`config.mk`:
```
export PLATFORM = sky130hd
export DESIGN_NAME = pe_mac_cell
export DESIGN_NICKNAME = d
export VERILOG_FILES = /design/src/rtl/pe_pkg.sv /design/src/rtl/pe_acc_add.sv /design/src/rtl/pe_mac_cell.sv
export SDC_FILE = /design/constraint.sdc
export NUM_CORES = 1
export LEC_CHECK = 0
export BUFFER_PORTS_ARGS = -buffer_cell sky130_fd_sc_hd__buf_2
export CORE_UTILIZATION = 50
export CTS_CLUSTER_SIZE = 16
export DETAILED_ROUTE_END_ITERATION = 8
export HOLD_SLACK_MARGIN = 0.03
export PLACE_DENSITY = 0.73
export SYNTH_ARGS = -nofsm -noshare
export SYNTH_HDL_FRONTEND = slang
export SYNTH_SLANG_ARGS = --single-unit
export TNS_END_PERCENT = 30
```
`constraint.sdc`:
```
create_clock -name clk -period 9.8 [get_ports clk]
set_clock_uncertainty 0.1 [all_clocks]
set_input_delay 0.49 -clock clk [delete_from_list [all_inputs] [get_ports clk]]
set_output_delay 0.49 -clock clk [all_outputs]
set_load 0.01 [all_outputs]
```
`src/rtl/pe_pkg.sv`:
```
// Shared types and default widths for the systolic processing element.
// Saturating accumulation is selected by defining PE_SATURATE_EN (see pe_acc_add).
package pe_pkg;

    localparam int PE_DATA_W = 8;
    localparam int PE_ACC_W  = 20;

    typedef enum logic {
        IDLE  = 1'b0,
        ACCUM = 1'b1
    } pe_state_t;

endpackage

```
`src/rtl/pe_acc_add.sv`:
```
// Accumulator adder: acc + product at ACC_W+1 bits, MSB flags overflow.
// PE_SATURATE_EN defined clamps the sum to all-ones on overflow; otherwise it wraps.
module pe_acc_add
    import pe_pkg::*;
#(
    parameter int DATA_W = PE_DATA_W,
    parameter int ACC_W  = PE_ACC_W
) (
    input  logic [ACC_W-1:0]    acc,
    input  logic [2*DATA_W-1:0] product,
    output logic [ACC_W-1:0]    sum,
    output logic                ovf
);

    logic [ACC_W:0] wide_sum;

    assign wide_sum = {1'b0, acc} + {{(ACC_W + 1 - 2*DATA_W){1'b0}}, product};
    assign ovf      = wide_sum[ACC_W];

`ifdef PE_SATURATE_EN
    // Once clamped, further non-negative products keep the sum clamped.
    assign sum = ovf ? {ACC_W{1'b1}} : wide_sum[ACC_W-1:0];
`else
    assign sum = wide_sum[ACC_W-1:0];
`endif

endmodule

```
`src/rtl/pe_mac_cell.sv`:
```
// Systolic MAC cell: forwards operands right/down, accumulates products per tile.
// Overflow handling (wrap or clamp) follows PE_SATURATE_EN inside pe_acc_add.
module pe_mac_cell
    import pe_pkg::*;
#(
    parameter int DATA_W = PE_DATA_W,
    parameter int ACC_W  = PE_ACC_W
) (
    input  logic              clk,
    input  logic              rst,
    input  logic              en,
    input  logic [DATA_W-1:0] in1,
    input  logic [DATA_W-1:0] in2,
    input  logic              in_valid,
    input  logic              in_last,
    output logic [DATA_W-1:0] pass_right,
    output logic [DATA_W-1:0] pass_down,
    output logic              pass_valid,
    output logic              pass_last,
    output logic [ACC_W-1:0]  result,
    output logic              result_valid,
    output logic              result_ovf
);

    generate
        if (ACC_W < 2*DATA_W) begin : g_width_check
            $error("pe_mac_cell: ACC_W must be at least 2*DATA_W");
        end
    endgenerate

    pe_state_t           state_reg, state_next;
    logic [ACC_W-1:0]    acc_reg, acc_next;
    logic                ovf_reg, ovf_next;
    logic [DATA_W-1:0]   pass_right_reg, pass_down_reg;
    logic                pass_valid_reg, pass_last_reg;
    logic [ACC_W-1:0]    result_reg;
    logic                result_valid_reg, result_ovf_reg;

    logic [2*DATA_W-1:0] product;
    logic [ACC_W-1:0]    add_base, add_sum;
    logic                add_ovf, tile_ovf, tile_done;

    assign product  = {{DATA_W{1'b0}}, in1} * {{DATA_W{1'b0}}, in2};
    // A tile's first beat starts from zero rather than the stale accumulator.
    assign add_base = (state_reg == ACCUM) ? acc_reg : '0;
    assign tile_ovf = ((state_reg == ACCUM) & ovf_reg) | add_ovf;

    pe_acc_add #(
        .DATA_W (DATA_W),
        .ACC_W  (ACC_W)
    ) u_acc_add (
        .acc     (add_base),
        .product (product),
        .sum     (add_sum),
        .ovf     (add_ovf)
    );

    always_comb begin
        state_next = state_reg;
        acc_next   = acc_reg;
        ovf_next   = ovf_reg;
        tile_done  = 1'b0;
        if (in_valid) begin
            if (in_last) begin
                state_next = IDLE;
                acc_next   = '0;
                ovf_next   = 1'b0;
                tile_done  = 1'b1;
            end else begin
                state_next = ACCUM;
                acc_next   = add_sum;
                ovf_next   = tile_ovf;
            end
        end
    end

    always_ff @(posedge clk or negedge rst) begin
        if (!rst) begin
            state_reg        <= IDLE;
            acc_reg          <= '0;
            ovf_reg          <= 1'b0;
            pass_right_reg   <= '0;
            pass_down_reg    <= '0;
            pass_valid_reg   <= 1'b0;
            pass_last_reg    <= 1'b0;
            result_reg       <= '0;
            result_valid_reg <= 1'b0;
            result_ovf_reg   <= 1'b0;
        end else if (en) begin
            state_reg        <= state_next;
            acc_reg          <= acc_next;
            ovf_reg          <= ovf_next;
            pass_right_reg   <= in1;
            pass_down_reg    <= in2;
            pass_valid_reg   <= in_valid;
            pass_last_reg    <= in_valid & in_last;
            result_valid_reg <= tile_done;
            if (tile_done) begin
                result_reg     <= add_sum;
                result_ovf_reg <= tile_ovf;
            end
        end
    end

    assign pass_right   = pass_right_reg;
    assign pass_down    = pass_down_reg;
    assign pass_valid   = pass_valid_reg;
    assign pass_last    = pass_last_reg;
    assign result       = result_reg;
    assign result_valid = result_valid_reg;
    assign result_ovf   = result_ovf_reg;

endmodule

```
# Yosys cells after proc, flatten, opt, wreduce, memory -nomap -nowiden
# Index checks and enable logic that the tools add are counted.
dict set report word_totals {
  word_cells 23
  in_bits 21
  ff_bits 62
  output_inout_bits 40
}
dict set report op_classes {
  reduce_logical 2
  bitwise_logic 3
  n_mux 6
  n_addsub 1
  mul 1
}
# operator count
set op_table {}
lappend op_table {{$mux 20} 2}
lappend op_table {{$add 20x16->21} 1}
lappend op_table {{$mul 8x8->16} 1}
lappend op_table {{$mux 1} 4}
lappend op_table {{$reduce_and 2->1} 2}
lappend op_table {{$and 1x1->1} 2}
lappend op_table {{$or 1x1->1} 1}

# Depth between registers and ports, before layout
dict set report logic_depth {
  word_depth 4
  mapped_depth 16
  ltp_nobuf 15
}

# Cells and area by module
# A second synthesis with hierarchy kept.
dict set report hier_totals {
  hier_cells 586
  hier_area_um2 5595.4
}
# mod area_each_um2 n_inst cells_each seq_area_each_um2
set by_module_without_submodules {}
lappend by_module_without_submodules {pe_mac_cell 4685.7 1 463 1526.5}
lappend by_module_without_submodules {pe_acc_add 909.6 1 123 0.0}

# Worst setup path before layout
# No wires, ideal clock.
dict set report synth_path {
  kind {register -> register}
  startpoint {register state_reg}
  endpoint {register acc_reg[15]}
  path_buffers 1
  required_time_ns 9.570
  synth_period_minus_slack_ns 4.741
  t_arrival_ns 4.511
  stages_incl_launch_ff 16
  setup_time_ns 0.130
  setup_slack_ns 5.059
  cell_sequence {dfrtp_1 clkbuf_1 nand2_1 fa_1 inv_1 fa_1 fa_1 inv_1 fa_1 inv_1 ha_1 a21o_1 a221o_2 nor4b_4 a2111oi_4 o21ai_1}
}
dict set report synth_via {
  elab_chain_len 3
}
# element line_no
set synth_rtl {}
lappend synth_rtl {{start: declaration} pe_mac_cell.sv:31} ;# pe_state_t state_reg, state_next;
lappend synth_rtl {{start signal: assignment} pe_mac_cell.sv:90} ;# state_reg <= state_next;
lappend synth_rtl {{$mux 20} pe_mac_cell.sv:45} ;# assign add_base = (state_reg == ACCUM) ? acc_reg : '0;
lappend synth_rtl {{$add 20x16->21} pe_acc_add.sv:17} ;# assign wide_sum = {1'b0, acc} + {{(ACC_W + 1 - 2*DATA_W){1'b0}}, product};
lappend synth_rtl {{$mux 20} pe_mac_cell.sv:64} ;# if (in_last) begin
lappend synth_rtl {{end signal: assignment} pe_mac_cell.sv:91} ;# acc_reg <= acc_next;
lappend synth_rtl {{end: declaration} pe_mac_cell.sv:32} ;# logic [ACC_W-1:0] acc_reg, acc_next;
# No other way between the ends.
# A chain may end at the register's enable or synchronous reset.

# Worst setup path after layout
# Same ends and word-level chain as after synthesis.

==> results.py <==
metrics = {
    "power_and_ir_drop": {
        "switching_share_pct": 46.01,
        "p_int_w": 0.0008775,
        "totalPowerFinal_w": 0.001626,
        "share_comb_of_total_power_pct": 60.3,
        "power_share_of_the_sequential_group_pct": 21.8,
        "p_clk_share_pct": 17.9,
        "ir_drop_mv": 0.1412,
        "power.static_leakage_nw": 3.021,
        "power_switching_w": 0.0007480,
        "power_per_cell_area_nw_per_um2": 273.3,
    },
    "die": {
        "core_region_area_um2": 10320,
        "die_area_um2": 11070,
        "top_level_ports": 61,
        "fp-row-count": 37,
        "die_height_um": 105.2,
        "die_width_um": 105.2,
        "initial_utilization_pct": 51.61,
    },
    "layout": {
        "antennaDiodeCount": 0,
        "final_nets": 724,
        "area_used_by_multi_input_combinational_logic_um2": 3358,
        "share_of_layout_cells_above_drive_strength_1_pct": 17.83,
        "ff_latch_area_um2": 1526,
        "layout_common_cells": "inv_1, nand2_1, dfrtp_1",
        "util_after_layout_pct": 57.62,
        "most_common_cell_after_layout_fill_and_taps_aside": "inv_1",
        "filler_cell_count": 938,
        "area_growth_syn_to_layout_pct": 11.65,
    },
    "setup_path": {
        "crit_type": "flop to flop",
        "timing.critical_path.max_delay_family": "adder cells",
        "timing.critical_path.required_ps": 9930,
        "critical_path_max_stage_delay_ps": 860,
        "endpoint_kind": "flop",
        "critPathSlowestCell": "dfrtp_1",
        "timing.critical_path.cells": "nand2_1 > fa_1 > inv_1 > fa_1 > fa_1 > inv_1 > fa_1 > inv_1 > ha_1 > a21o_1 > a221o_2 > nor4b_4 > a2111oi_4 > o21ai_1",
        "max_fanout_on_critical_path": 25,
        "worst-path-buf-inv": 3,
        "critPathArrivalTime_ps": 5310,
        "timing.critical_path.from_type": "flop",
        "critPathMostFrequentCell": "fa_1",
    },
    "detailed_routing": {
        "viasPerCell": 5.414,
        "detail_route.first_pass.iterations": 4,
        "initialDrtViolationCount": 232,
        "totalWireLength_um": 12280,
        "wl_cell_um": 16.30,
        "route.antenna.remaining_nets": 0,
        "route.vias.total": 4077,
        "drc_errors": 0,
    },
    "timing": {
        "final_hold_vios": 0,
        "finalSetupViolCount": 0,
        "final.min_clock_period_ps": 5180,
        "unrepaired_setup_endpoints_after_global_routing": "false",
        "fmax_mhz": 193.0,
        "final-max-slew-violation-count": 0,
        "whs_ps": 197.0,
        "maxSlewHeadroom_pct": 33.24,
        "max_slew.worst_pin.slew_ps": 999.0,
        "accumulated_negative_setup_slack_ps": 0,
        "final_min_period_over_clock_period_pct": 52.86,
    },
    "clock_network": {
        "post-cts-setup-buffer-count": 0,
        "clock_tree_from_tritoncts": "built",
        "cts.hold.buffers_added": 0,
        "tritoncts.num_buffers": 9,
        "post_cts_resize_count": 0,
        "clk-insertion-delay-late_ps": 360,
        "clkTransAtPathRegs_ps": 80,
        "clock_sink_count": 61,
        "cts_max_level": 3,
        "cts_root_buffer": "clkbuf_8",
        "max-clock-path-buffers": 2,
    },
    "flow_run": {
        "drv.max_cap_violation_count": 0,
    },
    "yosys": {
        "netlist-cell-type-count": 56,
        "yosys.area.top_type": "dfrtp_1",
        "synth_top_cells_by_area": "dfrtp_1, fa_1, ha_1",
        "synthesis.instances": 560,
        "synth_enable_flop_cells": 0,
        "syn_area_per_cell_um2": 9.514,
        "synth_fp_nets": 672,
        "yosysTopAreaCellShare_pct": 28.65,
        "ys.flop_type": "dfrtp_1",
        "synth.yosys.warnings": 0,
        "synthesis.area_um2": 5328,
        "synth_seq_area_share_pct": 28.65,
        "postSynth.asyncResetShare_pct": 100.0,
        "ys_seq_elements": 61,
    },
    "global_routing": {
        "gr-usage-met1_pct": 29.98,
        "global_route.usage.total_pct": 24.27,
        "grt-busiest-layer": "met2",
        "use_met3_pct": 5.628,
        "globalRoute.totalOverflow": 0,
        "grt_pass1_wl_um": 20680,
        "number_of_global_route_vias_before_repair": 4190,
        "grt_start_max_net_pins": 62,
        "antenna_found_initial": 0,
        "groute.layer.met2.usage_pct": 41.73,
    },
    "placement": {
        "place.port_buffers": 60,
        "gpl.final_weighted_congestion": 0.8576,
        "placed_wire_length_estimate_after_detailed_placement_um": 9145,
    },
    "hold_path": {
        "class_of_the_worst_hold_path": "input port to asynchronous set/reset pin",
    },
    "status": {
        "status": "finished clean",
    },
}
## final timing paths
kind,depth (start not counted),end,startpoint,slack (ps)
max in group asynchronous,2,acc_reg[10]$_DFFE_PN0P_,rst,8870
worst min register to register,2,acc_reg[10]$_DFFE_PN0P_,acc_reg[10]$_DFFE_PN0P_,380
min in group clk,2,acc_reg[10]$_DFFE_PN0P_,acc_reg[10]$_DFFE_PN0P_,380
worst max register to register,14,acc_reg[15]$_DFFE_PN0P_,state_reg$_DFFE_PN0P_,4620
worst max-delay path,14,acc_reg[15]$_DFFE_PN0P_,state_reg$_DFFE_PN0P_,4620
worst min-delay path,2,result[2]$_DFFE_PN0P_,rst,200
## kinds of logic after synthesis
family / after synthesis / share of synthesized area [%]
fa+ha+maj: 91 / 28.42
simple gates: 173 / 16.46
buf+inv: 109 / 8.314
flops: 61 / 28.65
compound gates: 94 / 11.86
xor+xnor: 9 / 1.479
mux: 23 / 4.815
## routing by layer
layer	routed length [um]	vias to the layer above
met5	0	-
met4	250	0
met3	569	24
met2	6340	112
met1	5115	2027
li1	-	1914
## per-stage QoR
| step | cells | instance area [um^2] | setup WS (ps) |
|---|---|---|---|
| floorplan | 560 | 5328 | 5059 |
| global placement | 737 | 5700 | 4708 |
| detailed placement | 737 | 5700 | 4632 |
| CTS | 753 | 5948 | 4605 |
| global route | 753 | 5948 | 4365 |
| finish | 753 | 5948 | 4620 |
## final cells by class
type | instances | area share, %
Timing Repair Buffer | 62 | 5.301
Tap cell | 136 | 2.861
Multi-Input combinational cell | 390 | 56.46
Sequential cell | 61 | 25.66
Clock inverter | 7 | 2.082
Inverter | 88 | 5.553
Clock buffer | 9 | 2.082
## synthesized netlist by cell type (all sizes together) (2+ instances only)
master,instances
nand3,5
a211oi,3
and3b,2
nand4,4
dfrtp,61
mux2i,2
buf,7
a21o,7
mux2,21
nand2b,6
a221o,2
o211ai,3
a21oi,17
nor4,2
clkbuf,14
fa,50
nor3,4
nor2,4
o21a,4
o21ai,37
ha,41
o31ai,6
and2,49
a21boi,3
inv,88
and3,3
o21bai,2
a31oi,2
nor2b,2
xnor2,5
xor2,4
nand2,87
## power groups by stage
| stage | combinational, W | sequential, W | clock [W] |
|---|---|---|---|
| CTS | 0.000985 | 0.000355 | 0.000295 |
| global placement | 0.000957 | 0.000358 | 0 |
| detailed placement | 0.000979 | 0.000360 | 0 |
| finish | 0.000979 | 0.000355 | 0.000291 |
| floorplan | 0.000736 | 0.000368 | 0 |
| global route | 0.00110 | 0.000362 | 0.000305 |
Note: power is estimated with default switching activity, not from simulation.
